File: src/rtl/cpu_pkg.sv
// cpu_pkg: MEM/WB bundle bit layout shared by the MEM/WB pipeline register and wb_regfile.
// The layout is LSB first: RegWrite, MemToReg, writeReg, alu_out, dmOut.
package cpu_pkg;

   localparam int WB_RW_BIT  = 0;
   localparam int WB_M2R_BIT = 1;
   localparam int WB_WA_LSB  = 2;
   localparam int WB_WA_MSB  = 6;
   localparam int WB_ALU_LSB = 7;
   localparam int WB_ALU_MSB = 38;
   localparam int WB_DM_LSB  = 39;
   localparam int WB_DM_MSB  = 70;
   localparam int WB_BUS_W   = 71;

   localparam logic [4:0] REG_ZERO = 5'd0;

   typedef struct packed {
      logic [31:0] dm_out;
      logic [31:0] alu_out;
      logic [4:0]  write_reg;
      logic        mem_to_reg;
      logic        reg_write;
   } wb_fields_t;

endpackage

File: src/rtl/wb_regfile_if.sv
// wb_regfile_if: MEM/WB bundle in, ID read ports, forwarding export and retire count.
// The master side is the pipeline (MEM/WB register plus ID stage); the slave side is wb_regfile.
interface wb_regfile_if
   import cpu_pkg::*;
#(
   parameter int AW = 5,
   parameter int DW = 32,
   parameter int CW = 32
)();

   logic [WB_BUS_W-1:0] wb_bus;
   logic [AW-1:0]       ra1;
   logic [AW-1:0]       ra2;
   logic [DW-1:0]       rd1;
   logic [DW-1:0]       rd2;
   logic                wb_en_o;
   logic [AW-1:0]       wb_addr_o;
   logic [DW-1:0]       wb_data_o;
   logic [CW-1:0]       retire_cnt;

   modport master (
      output wb_bus, ra1, ra2,
      input  rd1, rd2, wb_en_o, wb_addr_o, wb_data_o, retire_cnt
   );

   modport slave (
      input  wb_bus, ra1, ra2,
      output rd1, rd2, wb_en_o, wb_addr_o, wb_data_o, retire_cnt
   );

endinterface

File: src/rtl/regfile_2r1w.sv
// regfile_2r1w: architectural register storage, two combinational reads, one clocked write.
// Register 0 has no storage; it always reads as zero and writes to it are dropped.
module regfile_2r1w
   import cpu_pkg::*;
#(
   parameter int NREG = 32,
   parameter int DW   = 32,
   parameter int AW   = 5
)(
   input  logic          clk,
   input  logic          clr,
   input  logic          we_i,
   input  logic [AW-1:0] wa_i,
   input  logic [DW-1:0] wd_i,
   input  logic [AW-1:0] ra1_i,
   input  logic [AW-1:0] ra2_i,
   output logic [DW-1:0] rd1_o,
   output logic [DW-1:0] rd2_o
);

   // Asynchronous clear of the whole array rules out block RAM; it maps to flops.
   logic [DW-1:0] regs_q [1:NREG-1];
   logic [AW-1:0] ra_a   [2];
   logic [DW-1:0] rd_a   [2];

   always_ff @(posedge clk or posedge clr) begin
      if (clr) begin
         for (int i = 1; i < NREG; i++) begin
            regs_q[i] <= '0;
         end
      end else if (we_i && (wa_i != REG_ZERO)) begin
         regs_q[wa_i] <= wd_i;
      end
   end

   assign ra_a[0] = ra1_i;
   assign ra_a[1] = ra2_i;

   genvar gi;
   generate
      for (gi = 0; gi < 2; gi++) begin : g_read
         assign rd_a[gi] = (ra_a[gi] == REG_ZERO) ? '0 : regs_q[ra_a[gi]];
      end
   endgenerate

   assign rd1_o = rd_a[0];
   assign rd2_o = rd_a[1];

endmodule

File: src/rtl/wb_regfile.sv
// wb_regfile: MIPS write-back stage, 32x32 register file, forwarding export, retire counter.
// Define WB_BYPASS_EN to let ID reads see the value being committed in the same cycle.
module wb_regfile
   import cpu_pkg::*;
#(
   parameter int NREG = 32,
   parameter int DW   = 32,
   parameter int AW   = 5,
   parameter int CW   = 32
)(
   input logic         clk,
   input logic         clr,
   wb_regfile_if.slave bus
);

   wb_fields_t    wb_f;
   logic          wb_en;
   logic [DW-1:0] wb_data;
   logic [AW-1:0] ra_a [2];
   logic [DW-1:0] st_a [2];
   logic [DW-1:0] rd_a [2];
   logic [CW-1:0] retire_q;
   logic [CW-1:0] retire_d;

   always_comb begin
      wb_f.reg_write  = bus.wb_bus[WB_RW_BIT];
      wb_f.mem_to_reg = bus.wb_bus[WB_M2R_BIT];
      wb_f.write_reg  = bus.wb_bus[WB_WA_MSB:WB_WA_LSB];
      wb_f.alu_out    = bus.wb_bus[WB_ALU_MSB:WB_ALU_LSB];
      wb_f.dm_out     = bus.wb_bus[WB_DM_MSB:WB_DM_LSB];
   end

   // Gating on writeReg keeps bubbles and $zero writes invisible to forwarding and the counter.
   assign wb_en   = wb_f.reg_write && (wb_f.write_reg != REG_ZERO);
   assign wb_data = wb_f.mem_to_reg ? wb_f.dm_out : wb_f.alu_out;

   regfile_2r1w #(
      .NREG (NREG),
      .DW   (DW),
      .AW   (AW)
   ) u_regfile (
      .clk   (clk),
      .clr   (clr),
      .we_i  (wb_en),
      .wa_i  (wb_f.write_reg),
      .wd_i  (wb_data),
      .ra1_i (bus.ra1),
      .ra2_i (bus.ra2),
      .rd1_o (st_a[0]),
      .rd2_o (st_a[1])
   );

   assign ra_a[0] = bus.ra1;
   assign ra_a[1] = bus.ra2;

   genvar gi;
   generate
      for (gi = 0; gi < 2; gi++) begin : g_rd
`ifdef WB_BYPASS_EN
         // wb_en already excludes address 0, so a matching read address is never 0 here.
         assign rd_a[gi] = (!clr && wb_en && (ra_a[gi] == wb_f.write_reg)) ? wb_data : st_a[gi];
`else
         assign rd_a[gi] = st_a[gi];
`endif
      end
   endgenerate

   always_comb begin
      retire_d = retire_q;
      if (wb_en && (retire_q != '1)) begin
         retire_d = retire_q + CW'(1);
      end
   end

   always_ff @(posedge clk or posedge clr) begin
      if (clr) begin
         retire_q <= '0;
      end else begin
         retire_q <= retire_d;
      end
   end

   assign bus.rd1        = rd_a[0];
   assign bus.rd2        = rd_a[1];
   assign bus.wb_en_o    = wb_en;
   assign bus.wb_addr_o  = wb_f.write_reg;
   assign bus.wb_data_o  = wb_data;
   assign bus.retire_cnt = retire_q;

endmodule

File: src/flat_wrapper.sv
// flat-port wrapper written by rule: the top's interface ports become plain ports
module wb_regfile_flat import cpu_pkg::*;
#(
   parameter int NREG = 32,
   parameter int DW   = 32,
   parameter int AW   = 5,
   parameter int CW   = 32
)
  (clk, clr, bus_wb_bus, bus_ra1, bus_ra2, bus_rd1, bus_rd2, bus_wb_en_o, bus_wb_addr_o, bus_wb_data_o, bus_retire_cnt);
  wb_regfile_if #(.AW(AW), .DW(DW), .CW(CW)) bus_i ();
  input logic clk;
  input logic clr;
  input wire logic [$bits(bus_i.wb_bus)-1:0] bus_wb_bus;
  input wire logic [$bits(bus_i.ra1)-1:0] bus_ra1;
  input wire logic [$bits(bus_i.ra2)-1:0] bus_ra2;
  output wire logic [$bits(bus_i.rd1)-1:0] bus_rd1;
  output wire logic [$bits(bus_i.rd2)-1:0] bus_rd2;
  output wire logic [$bits(bus_i.wb_en_o)-1:0] bus_wb_en_o;
  output wire logic [$bits(bus_i.wb_addr_o)-1:0] bus_wb_addr_o;
  output wire logic [$bits(bus_i.wb_data_o)-1:0] bus_wb_data_o;
  output wire logic [$bits(bus_i.retire_cnt)-1:0] bus_retire_cnt;
  assign bus_i.wb_bus = bus_wb_bus;
  assign bus_i.ra1 = bus_ra1;
  assign bus_i.ra2 = bus_ra2;
  assign bus_rd1 = bus_i.rd1;
  assign bus_rd2 = bus_i.rd2;
  assign bus_wb_en_o = bus_i.wb_en_o;
  assign bus_wb_addr_o = bus_i.wb_addr_o;
  assign bus_wb_data_o = bus_i.wb_data_o;
  assign bus_retire_cnt = bus_i.retire_cnt;
  wb_regfile #(.NREG(NREG), .DW(DW), .AW(AW), .CW(CW)) u_core (.clk(clk), .clr(clr), .bus(bus_i));
endmodule
File: config.mk
export PLATFORM = sky130hd
export DESIGN_NAME = wb_regfile_flat
export DESIGN_NICKNAME = d
export VERILOG_FILES = /design/src/rtl/cpu_pkg.sv /design/src/rtl/wb_regfile_if.sv /design/src/rtl/regfile_2r1w.sv /design/src/rtl/wb_regfile.sv /design/src/flat_wrapper.sv
export SDC_FILE = /design/constraint.sdc
export NUM_CORES = 2
export LEC_CHECK = 0
export ABC_AREA = 1
export BUFFER_PORTS_ARGS = -buffer_cell sky130_fd_sc_hd__buf_2
export CAP_MARGIN = 20
export CORE_UTILIZATION = 35
export DETAILED_ROUTE_END_ITERATION = 10
export PLACE_DENSITY = 0.51
export SYNTH_ARGS = -nofsm -noshare
export SYNTH_HDL_FRONTEND = slang
export SYNTH_HIERARCHICAL = 1
export SYNTH_SLANG_ARGS = --single-unit
File: constraint.sdc
create_clock -name clk -period 32.7 [get_ports clk]
set_clock_uncertainty 0.15 [all_clocks]
set_input_delay 6.54 -clock clk [delete_from_list [all_inputs] [get_ports clk]]
set_output_delay 6.54 -clock clk [all_outputs]
set_load 0.02 [all_outputs]
==> load_flow_metrics.sql <==
INSERT INTO impl_metrics (metric_group, metric, value, unit) VALUES
('route', 'wire_length_on_met3', '22.0', 'mm'),
('clocking', 'post_cts.resized_instances', '0', ''),
('worst_setup_path', 'setup.worst_path.end_class', 'output pin', ''),
('clocking', 'clock_latency', '780', 'ps'),
('grt', 'maximum_number_of_pins_on_one_net_before_global_route_repair', '167', ''),
('route', 'detailed_route_via_count', '61400', ''),
('sta', 'tightestPinTransition', '1290', 'ps'),
('logic_synthesis', 'synth_largest_area_cell', 'dfrtp_1', ''),
('logic_synthesis', 'synthArstFlopShare', '1.00', ''),
('place', 'io_buffer_count', '216', ''),
('layout', 'most_common_library_cell_in_the_layout_ignoring_fill_and_taps', 'nand2_1', ''),
('clocking', 'postCtsSetupRepairBufs', '0', ''),
('run_status', 'outcome', 'complete, no violations', ''),
('place', 'place.detailed.hpwl', '149', 'mm'),
('layout', 'most_frequent_cells_in_the_layout', 'nand2_1 (3,974), nand3_1 (1,175), dfrtp_1 (1,024)', ''),
('logic_synthesis', 'postSynthNetCount', '9319', ''),
('grt', 'first_global_vias', '56700', ''),
('worst_setup_path', 'critical_path.startpoint_type', 'primary input', ''),
('route', 'drtIter0Drc', '7657', ''),
('sta', 'slew_headroom', '0.137', ''),
('logic_synthesis', 'synth-edff-count', '0', ''),
('worst_setup_path', 'crit-reg2reg-capture', 'u_core/bus.retire_cnt[27]', ''),
('worst_setup_path', 'critical_path_cell_count', '15', ''),
('sta', 'min_period_over_period', '0.529', ''),
('logic_synthesis', 'synth.lib_cells_used.distinct', '30', ''),
('logic_synthesis', 'syn-cell-area', '60000', 'sq um'),
('grt', 'grt_antenna_before_repair', '13', ''),
('worst_setup_path', 'timing.reg2reg.worst_path_depth', '10', ''),
('hold_path', 'timing.hold.worst.class', 'flop to flop', ''),
('worst_setup_path', 'data_arrival_time_of_the_worst_path', '10600', 'ps'),
('die', 'fp.dieArea', '173000', 'sq um'),
('job', 'max_cap_viols', '0', ''),
('worst_setup_path', 'critPathBufInv', '6', ''),
('logic_synthesis', 'avgSynthCellArea', '6.50', 'sq um'),
('place', 'place.detailed.instances', '11100', ''),
('worst_setup_path', 'cell_with_the_biggest_individual_delay_on_the_critical_path', 'buf_4', ''),
('route', 'route.detailed.wl_per_inst', '24.1', 'um'),
('logic_synthesis', 'synth_seq_area_share', '0.427', ''),
('route', 'wirelength_met1', '114', 'mm'),
('logic_synthesis', 'synth_warn', '6', ''),
('clocking', 'cts_tree', 'built', ''),
('grt', 'overflow', '0', ''),
('layout', 'post_layout_nonfiller_instances', '11300', ''),
('pwr', 'static_leakage', '34.1', 'nW'),
('route', 'drc', '0', ''),
('logic_synthesis', 'synth.ff_latch_count', '1024', ''),
('worst_setup_path', 'crit_family', 'buffers and inverters', ''),
('worst_setup_path', 'critical_path_class', 'primary input to output pin', ''),
('logic_synthesis', 'synthCells', '9235', ''),
('clocking', 'cts.hold.buffers_added', '0', ''),
('die', 'die_y', '416', 'um'),
('clocking', 'clk_pin_slew_worst_setup_hold_paths', '60', 'ps'),
('layout', 'area_delta_synth_final', '11.5', '%'),
('clocking', 'cts_root_buffer', 'clkbuf_16', ''),
('worst_setup_path', 'critical_path.cell_chain', 'buf_8 -> buf_4 -> buf_4 -> buf_4 -> nand2_1 -> nand2_1 -> nand2_1 -> nand2_1 -> nand2_1 -> nand2_1 -> inv_1 -> nand2_1 -> nand2_1 -> nand2_1 -> buf_2', ''),
('sta', 'fmax', '57.8', 'MHz'),
('hold_path', 'hold_start', 'u_core/u_regfile/regs_q[767]', ''),
('clocking', 'cts_htree_levels', '4', ''),
('clocking', 'numCtsBuffers', '131', ''),
('route', 'dr.max_layer_used', 'met5', ''),
('grt', 'grt_pass1_wl', '397', 'mm'),
('die', 'die_x', '416', 'um'),
('worst_setup_path', 'crit_path_max_fanout', '64', ''),
('worst_setup_path', 'regToRegStartpoint', 'u_core/bus.retire_cnt[0]', ''),
('route', 'wl_met2', '120', 'mm'),
('die', 'floorplan.initialDensity', '0.353', ''),
('clocking', 'clock_path_buffers', '3', ''),
('logic_synthesis', 'netlist_top_cells_area', 'dfrtp_1 (43%), nand2_1 (25%), nand3_1 (9.8%)', ''),
('route', 'detail-route-antenna-nets', '0', ''),
('place', 'globalplace.congestion', '0.860', ''),
('sta', 'setup_total_negative_slack', '0', 'ps');
## worst min-delay path, cell delays in order, from the launching register on
cell     delay, ps
dfrtp_1        340
nand2_1         50
o21ai_0         60
## registers in the layout, summed over array words and instances, names as in the netlist
register                 cells
u_core/u_regfile/regs_q    992
u_core/bus.retire_cnt       32
## final cells by class
type | instances | area [sq um]
antenna | 14 | 35.0
clock buffer | 186 | 3840
clock inverter | 37 | 497
fill | 18000 | 103000
inverter | 882 | 3360
multi-input combinational | 6656 | 28700
sequential | 1024 | 25600
tap | 2218 | 2780
timing repair buffer | 331 | 2110
## routing by layer
layer	global-route usage	vias up
met2	0.483	2877
met4	0.175	6
met3	0.0487	582
li1	-	28400
met5	0	-
met1	0.409	29500
## power by group
part | switching [mW] | internal (mW)
clock network | 0.605 | 0.887
logic | 0.606 | 0.288
registers | 0.179 | 1.52
## cell usage after synthesis, types with 7 or more instances
cell type / n
buf_4: 7
o21ai_1: 50
buf_1: 63
inv_2: 12
dfrtp_1: 1024
buf_2: 55
mux2_2: 26
nand2_1: 4000
nand3_1: 1175
a21oi_1: 162
o21ai_0: 967
nand4_1: 9
clkbuf_1: 547
inv_1: 869
nor3_2: 9
nor2_1: 215
nor2_2: 11
## kinds of logic (layout without fill, tap and decap cells)
group | Yosys count | count (layout) | synth area share
adder cells (fa/ha/maj) | 1 | 1 | 0.000209
multiplexers | 32 | 32 | 0.00601
flip-flops | 1024 | 1024 | 0.427
XOR/XNOR | 9 | 9 | 0.00131
buffers and inverters | 1555 | 1436 | 0.0990
AO/OA/AOI/OAI | 1179 | 1179 | 0.0984
AND/OR/NAND/NOR | 5435 | 5435 | 0.368
other | 0 | 14 | 0
## metrics by stage
| step | utilization | setup slack [ps] | area (sq um) | hold slack (ps) |
|---|---|---|---|---|
| floorplan | - | 12340 | 60000 | 303 |
| global placement | 0.368 | 15310 | 62500 | 316 |
| detailed placement | 0.368 | 15360 | 62500 | 323 |
| CTS | 0.394 | 15360 | 66800 | 336 |
| global route | 0.394 | 15400 | 66900 | 346 |
| finish | 0.394 | 15410 | 66900 | 333 |
## how the worst min path moves through the flow
stage               slack [ps]                           end  depth (start not counted)
finish                     330  u_core/u_regfile/regs_q[767]                          2
global route               350  u_core/u_regfile/regs_q[899]                          2
CTS                        340  u_core/u_regfile/regs_q[698]                          2
detailed placement         320  u_core/u_regfile/regs_q[920]                          2
global placement           320  u_core/u_regfile/regs_q[947]                          2
floorplan                  300  u_core/u_regfile/regs_q[255]                          2
No activity file was read; power rests on OpenSTA's default activity.
